[src/rtl/alu_pkg.sv]
`default_nettype none
// ============================================================================
// Module   : alu_pkg
// Brief    : Op codes, FSM encoding and id width shared by the ALU sequencer.
// Revision : 1.0 - initial release
// ============================================================================
package alu_pkg;

    localparam logic [3:0] ADD = 4'd0;
    localparam logic [3:0] SUB = 4'd1;
    localparam logic [3:0] AND = 4'd2;
    localparam logic [3:0] OR  = 4'd3;
    localparam logic [3:0] XOR = 4'd4;
    localparam logic [3:0] NOT = 4'd5;
    localparam logic [3:0] SLA = 4'd6;
    localparam logic [3:0] SRA = 4'd7;
    localparam logic [3:0] SRL = 4'd8;

    localparam logic [3:0] FUNCT_MAX = SRL;

    localparam int ID_W = 1;

    typedef enum logic [1:0] {
        IDLE = 2'd0,
        WAIT = 2'd1,
        RESP = 2'd2
    } seq_state_t;

    function automatic logic funct_legal(input logic [3:0] funct);
        return (funct <= FUNCT_MAX);
    endfunction

endpackage
`default_nettype wire

[src/rtl/rr_arb2.sv]
`default_nettype none
// ============================================================================
// Module   : rr_arb2
// Brief    : Two-way round-robin grant; the requester not granted last wins a tie.
// Revision : 1.0 - initial release
// ============================================================================
module rr_arb2 (
    input  logic valid0,
    input  logic valid1,
    input  logic last_grant,
    output logic grant_valid,
    output logic grant_id
);

    assign grant_valid = valid0 | valid1;
    assign grant_id    = (valid0 && valid1) ? ~last_grant : valid1;

endmodule
`default_nettype wire

[src/rtl/alu_rr_sequencer.sv]
`default_nettype none
// ============================================================================
// Module   : alu_rr_sequencer
// Brief    : Shares one external ALU between two requesters, round-robin,
//            and returns each result on a tagged valid/ready channel.
// Revision : 1.0 - initial release
// ============================================================================
module alu_rr_sequencer
    import alu_pkg::*;
#(
    parameter int ALU_LAT = 1,
    parameter int CNT_W   = 2
) (
    input  logic        clk,
    input  logic        rst_n,

    input  logic        req0_valid,
    output logic        req0_ready,
    input  logic [3:0]  req0_a,
    input  logic [3:0]  req0_b,
    input  logic [1:0]  req0_shamt,
    input  logic [3:0]  req0_funct,

    input  logic        req1_valid,
    output logic        req1_ready,
    input  logic [3:0]  req1_a,
    input  logic [3:0]  req1_b,
    input  logic [1:0]  req1_shamt,
    input  logic [3:0]  req1_funct,

    output logic        rsp_valid,
    input  logic        rsp_ready,
    output logic        rsp_id,
    output logic [31:0] rsp_data,
    output logic        rsp_err,

    output logic [3:0]  alu_a,
    output logic [3:0]  alu_b,
    output logic [1:0]  alu_shamt,
    output logic [3:0]  alu_funct,
    input  logic [31:0] alu_out,

    output logic        busy
);

    seq_state_t       r_state;
    seq_state_t       w_state_nxt;
    logic [CNT_W-1:0] r_cnt;
    logic             r_last_grant;

    logic             w_grant_valid;
    logic             w_grant_id;
    logic             w_accept;
    logic             w_capture;
    logic             w_legal;

    logic [3:0]       w_sel_a;
    logic [3:0]       w_sel_b;
    logic [1:0]       w_sel_shamt;
    logic [3:0]       w_sel_funct;

    rr_arb2 u_arb (
        .valid0      (req0_valid),
        .valid1      (req1_valid),
        .last_grant  (r_last_grant),
        .grant_valid (w_grant_valid),
        .grant_id    (w_grant_id)
    );

    assign w_sel_a     = w_grant_id ? req1_a     : req0_a;
    assign w_sel_b     = w_grant_id ? req1_b     : req0_b;
    assign w_sel_shamt = w_grant_id ? req1_shamt : req0_shamt;
    assign w_sel_funct = w_grant_id ? req1_funct : req0_funct;
    assign w_legal     = funct_legal(w_sel_funct);

    assign rsp_valid = (r_state == RESP);
    assign busy      = (r_state != IDLE);

    always_ff @(posedge clk or negedge rst_n) begin
        if (!rst_n) begin
            r_state <= IDLE;
        end else begin
            r_state <= w_state_nxt;
        end
    end

    // Ready is gated by rst_n so nothing is offered while reset is held.
    always_comb begin
        w_state_nxt = r_state;
        w_accept    = 1'b0;
        w_capture   = 1'b0;
        req0_ready  = 1'b0;
        req1_ready  = 1'b0;
        case (r_state)
            IDLE: begin
                if (w_grant_valid && rst_n) begin
                    w_accept    = 1'b1;
                    req0_ready  = ~w_grant_id;
                    req1_ready  = w_grant_id;
                    w_state_nxt = w_legal ? WAIT : RESP;
                end
            end
            WAIT: begin
                if (r_cnt == '0) begin
                    w_capture   = 1'b1;
                    w_state_nxt = RESP;
                end
            end
            RESP: begin
                if (rsp_ready) begin
                    w_state_nxt = IDLE;
                end
            end
            default: begin
                w_state_nxt = IDLE;
            end
        endcase
    end

    always_ff @(posedge clk or negedge rst_n) begin
        if (!rst_n) begin
            r_cnt        <= '0;
            r_last_grant <= 1'b1;
            rsp_id       <= 1'b0;
            rsp_data     <= '0;
            rsp_err      <= 1'b0;
            alu_a        <= '0;
            alu_b        <= '0;
            alu_shamt    <= '0;
            alu_funct    <= '0;
        end else begin
            if (w_accept) begin
                rsp_id       <= w_grant_id;
                r_last_grant <= w_grant_id;
                if (w_legal) begin
                    alu_a     <= w_sel_a;
                    alu_b     <= w_sel_b;
                    alu_shamt <= w_sel_shamt;
                    alu_funct <= w_sel_funct;
                    r_cnt     <= CNT_W'(ALU_LAT);
                end else begin
                    rsp_data <= '0;
                    rsp_err  <= 1'b1;
                end
            end else if ((r_state == WAIT) && (r_cnt != '0)) begin
                r_cnt <= r_cnt - CNT_W'(1);
            end
            if (w_capture) begin
                rsp_data <= alu_out;
                rsp_err  <= 1'b0;
            end
        end
    end

endmodule
`default_nettype wire

[config.mk]
export PLATFORM = sky130hd
export DESIGN_NAME = alu_rr_sequencer
export DESIGN_NICKNAME = d
export VERILOG_FILES = /design/src/rtl/alu_pkg.sv /design/src/rtl/rr_arb2.sv /design/src/rtl/alu_rr_sequencer.sv
export SDC_FILE = /design/constraint.sdc
export NUM_CORES = 1
export LEC_CHECK = 0
export CAP_MARGIN = 20
export CELL_PAD_IN_SITES_DETAIL_PLACEMENT = 1
export CELL_PAD_IN_SITES_GLOBAL_PLACEMENT = 2
export CORE_MARGIN = 3
export CORE_UTILIZATION = 25
export DETAILED_ROUTE_END_ITERATION = 7
export GPL_ROUTABILITY_DRIVEN = 0
export HOLD_SLACK_MARGIN = 0.05
export PLACE_DENSITY = 0.95
export SLEW_MARGIN = 20
export SYNTH_ARGS = -nofsm -noshare
export SYNTH_HDL_FRONTEND = slang
export SYNTH_SLANG_ARGS = --single-unit
[constraint.sdc]
create_clock -name clk -period 5.93 [get_ports clk]
set_input_delay 1.779 -clock clk [delete_from_list [all_inputs] [get_ports clk]]
set_output_delay 1.779 -clock clk [all_outputs]
set_load 0.03 [all_outputs]
==> results.txt <==
The clock skew was 0.01013 ns. For this run, the number of standard cells in the final layout without fillers is 450. The logs give 224 for the number of cells produced by synthesis and 0 for the number of warning messages in the yosys log.

The library cell used most frequently in the layout, excluding fill and tap cells, is sky130_fd_sc_hd__clkdlybuf4s50_1. At the pin with the least slew margin, the transition time is 0.8143 ns. The clock latency on the worst-skew pair was 0.30 ns; the max capacitance violation total was 0. The run finished with clean final reports. Worst-path cell with the longest stage delay: sky130_fd_sc_hd__clkdlybuf4s50_1. In this design, the critical path's most frequently occurring cell is sky130_fd_sc_hd__clkdlybuf4s50_1.

In this run the deepest clock path goes through 2 buffers. During placement, the flow inserted port buffers numbering 116. In the layout the commonest cells are sky130_fd_sc_hd__clkdlybuf4s50_1, sky130_fd_sc_hd__nand2_1, sky130_fd_sc_hd__dfrtp_1. The worst hold path belongs to the class flip-flop to flip-flop.

The buffer type at the clock tree root was sky130_fd_sc_hd__clkbuf_8. Sequential elements use 56.77% of the synthesized area. For the total overflow reported by the global router, the log shows 0. The synthesized cell area is 2338 um2, and the overall die width is 102.7 um.

After synthesis, the cell types taking the most area are sky130_fd_sc_hd__dfrtp_1, sky130_fd_sc_hd__nand2_1, sky130_fd_sc_hd__mux2_2, sky130_fd_sc_hd__o21ai_0, sky130_fd_sc_hd__mux2_4. The number of setup violations in the final report came out at 0. Setup repair after global routing left no endpoint under its margin. The instance count after placement with tap cells included is 442. With fillers left out, the area of the finished cells amounts to 3744 um2. The critical path goes through clkdlybuf4s50_1, a21boi_4, nand2_1, inv_1, clkdlybuf4s50_1. Broken down by cell family, the worst path's largest delay share belongs to buffers and inverters.

The clock period minus worst slack came out at 5.348 ns. In this run, the number of DRC markers left after iteration 0 of detailed routing was 58. The total vias in the final route is 2036. For the standby leakage power, the log shows 1.587 nW. TritonCTS built the clock tree. Using the TritonRoute via totals, the vias-per-cell ratio works out to 4.524.

TritonCTS created 5 clock buffers. Of the available clock period, the critical path in the final layout requires 90.19%. The proportion of power drawn by combinational gates is 51.1%, and the number of standard-cell rows in the floorplan is 34.

The cell accounting for the most synthesized area was sky130_fd_sc_hd__dfrtp_1. After detailed routing, the average wire length per cell comes to 15.36 um. The number of hold violations in the final report was 0; the floorplan die height was 102.7 um.

Along the worst path, the maximum fanout reaches 10. Compared with the post-synthesis result, the final layout area differs by 60.09%. The power per cell area works out to 435.8 nW/um2. The clock transition time at the flip-flop clock pins of the worst setup and hold paths is 0.10 ns. Entering global routing, the biggest net connects 32 pins. The logs give 117 for the I/O pin count and 290 for the post-synth net total.

The stage delay of the slowest cell on the critical path is 0.68 ns, and the worst slew margin relative to its limit is 45.71%. Of the total power, the share spent switching nets is 40.07%. At the end of the flow, the number of nets in the layout was 407. At the worst endpoint, the required time is 4.15 ns. The number of global-route vias before repair was 2199.

In this run, post-CTS hold repair placed 0 buffers. The logs give 0 for the max-slew violation count and 0.1870 GHz for the achievable clock frequency. The share of total power dissipated in sequential elements is 34.8%. The number of buffer and inverter instances along the worst setup path is 3, and the starting density of the core is 26.30%. Of the cells placed in the final design, the portion with a size suffix greater than 1 is 14.04%. For the number of antenna violations at the first check in global routing, the log shows 0. For the aggregate routed wire length, the log shows 6.910 mm.

The share of synthesized area in the top cell type comes to 55.64%. The core region is 8891 um2. Flop and latch count out of synthesis: 53. The tools report the startpoint type of the worst setup path as an input port.

Data arrives at the worst endpoint at 3.57 ns. Number of search-and-repair iterations in the first detailed-routing pass: 4. The endpoint kind of the worst setup timing path is an output port.

Post-CTS setup buffer count: 0. Area of the die: 10550 um2. VDD sags by at most 176.7 uV. Cell internal power was estimated by the tool at 0.9779 mW. The wire-length estimate of the detail-placed layout is 5.192 mm. In this run, the clock network consumes 14.1% of the power.

Setup total negative slack: 0 ns. The count of antenna diodes in the layout is 0. The global-route wire length before repair came out at 11.05 mm. The synthesized area per cell came out at 10.44 um2. Count of distinct cell types in the synthesized netlist: 28. Once placement finished, the instance area stood at 3638 um2.

For this run, design rule violations remaining after detail routing come to 0. The tools report the switching power total as 0.6538 mW. CTS saw 53 sinks.

Number of gates given a new drive strength after cts: 0. The logs give 0 for the antenna violation net count after detailed routing and 2 for the deepest level of the CTS H-tree. The setup path with the least slack is of type input port to output port.

The overall fraction of global-route tracks in use came out at 13.28%.
[through the flow]
step                      util (%)  power (mW)  hold slack (ns)  worst slack, ns
after floorplan                  -       1.040           0.4605            1.411
after global placement       40.75       1.397           0.4740           0.6214
after detailed placement     40.92       1.418           0.4782           0.5893
after CTS                    42.11       1.661           0.4956           0.5567
after global routing         42.11       1.743           0.5132           0.4757
final                        42.11       1.632           0.4900           0.5817
[cell families (layout without fill, tap and decap cells)]
| group | Yosys count | after routing | synth area share (%) |
|---|---|---|---|
| buffers and inverters | 18 | 136 | 3.264 |
| adder cells (fa/ha/maj) | 1 | 1 | 0.5350 |
| AO/OA/AOI/OAI | 42 | 42 | 10.43 |
| AND/OR/NAND/NOR | 82 | 82 | 14.45 |
| flip-flops | 53 | 53 | 56.77 |
| multiplexers | 28 | 28 | 14.55 |
[power groups by stage]
| stage | Clock [mW] | Combinational, mW | Sequential, mW |
|---|---|---|---|
| 6_report | 0.231 | 0.834 | 0.567 |
| 5_1_grt | 0.260 | 0.897 | 0.587 |
| 4_1_cts | 0.243 | 0.847 | 0.571 |
| 3_5_place_dp | 0 | 0.843 | 0.575 |
| 3_3_place_gp | 0 | 0.826 | 0.572 |
| 2_1_floorplan | 0 | 0.245 | 0.795 |
[cell usage after synthesis]
master and count:
sky130_fd_sc_hd__o211ai_1 1, sky130_fd_sc_hd__clkbuf_1 11, sky130_fd_sc_hd__and3b_1 1, sky130_fd_sc_hd__o22ai_1 1, sky130_fd_sc_hd__ha_1 1, sky130_fd_sc_hd__dfrtp_1 52
sky130_fd_sc_hd__nand2b_1 1, sky130_fd_sc_hd__or3b_2 1, sky130_fd_sc_hd__nor3_1 2, sky130_fd_sc_hd__nand2_1 71, sky130_fd_sc_hd__buf_6 1, sky130_fd_sc_hd__mux2_4 7
sky130_fd_sc_hd__nand3b_1 1, sky130_fd_sc_hd__o21a_1 3, sky130_fd_sc_hd__buf_2 1, sky130_fd_sc_hd__nor2_1 2, sky130_fd_sc_hd__mux2_2 20, sky130_fd_sc_hd__o21ai_0 32
sky130_fd_sc_hd__o211a_1 1, sky130_fd_sc_hd__nor2b_1 1, sky130_fd_sc_hd__nor3_2 1, sky130_fd_sc_hd__or2_2 1, sky130_fd_sc_hd__dfstp_2 1, sky130_fd_sc_hd__a21boi_4 1
sky130_fd_sc_hd__mux2i_1 1, sky130_fd_sc_hd__a21oi_1 2, sky130_fd_sc_hd__a211o_1 1, sky130_fd_sc_hd__inv_1 5
[routing by layer]
layer  vias up  GRT usage [%]  wire, um
met4         0          2.725        14
li1        971              -         -
met1       990          16.58      2910
met2        73          22.69      3437
met5         -              0         0
met3         2          4.127       547
[worst register-to-register path: cells and delay by family, from the launching register on]
kind                   cells  cell delay [ns]
AO/OA/AOI/OAI              2             1.05
multiplexers               2             0.84
flip-flops                 1             0.40
buffers and inverters      1             0.24
[flip-flops by register name (all words and copies together), names as in the netlist, 2 cells and up]
name / count
alu_b: 4
r_state: 2
alu_funct: 4
rsp_data: 32
alu_a: 4
alu_shamt: 2
r_cnt: 2
[worst paths after layout]
check	startpoint	to	slack, ns	depth (start not counted)
worst min-delay path	r_last_grant	r_last_grant	0.49	2
min in group asynchronous	rst_n	rsp_data[20]	1.55	2
worst max register to register	r_last_grant	alu_funct[2]	3.28	5
worst max-delay path	req1_valid	req1_ready	0.58	5
max in group asynchronous	rst_n	r_last_grant	4.05	2
worst min register to register	r_last_grant	r_last_grant	0.49	2
[area by class of cell]
cell class,instances,area (um2)
Tap cell,108,135.1
Clock buffer,7,96.34
Timing Repair Buffer,123,1216
Sequential cell,53,1328
Multi-Input combinational cell,153,940.9
Inverter,5,18.77
Clock inverter,1,8.758
Fill cell,997,5147
Note: power is estimated with default switching activity, not from simulation.
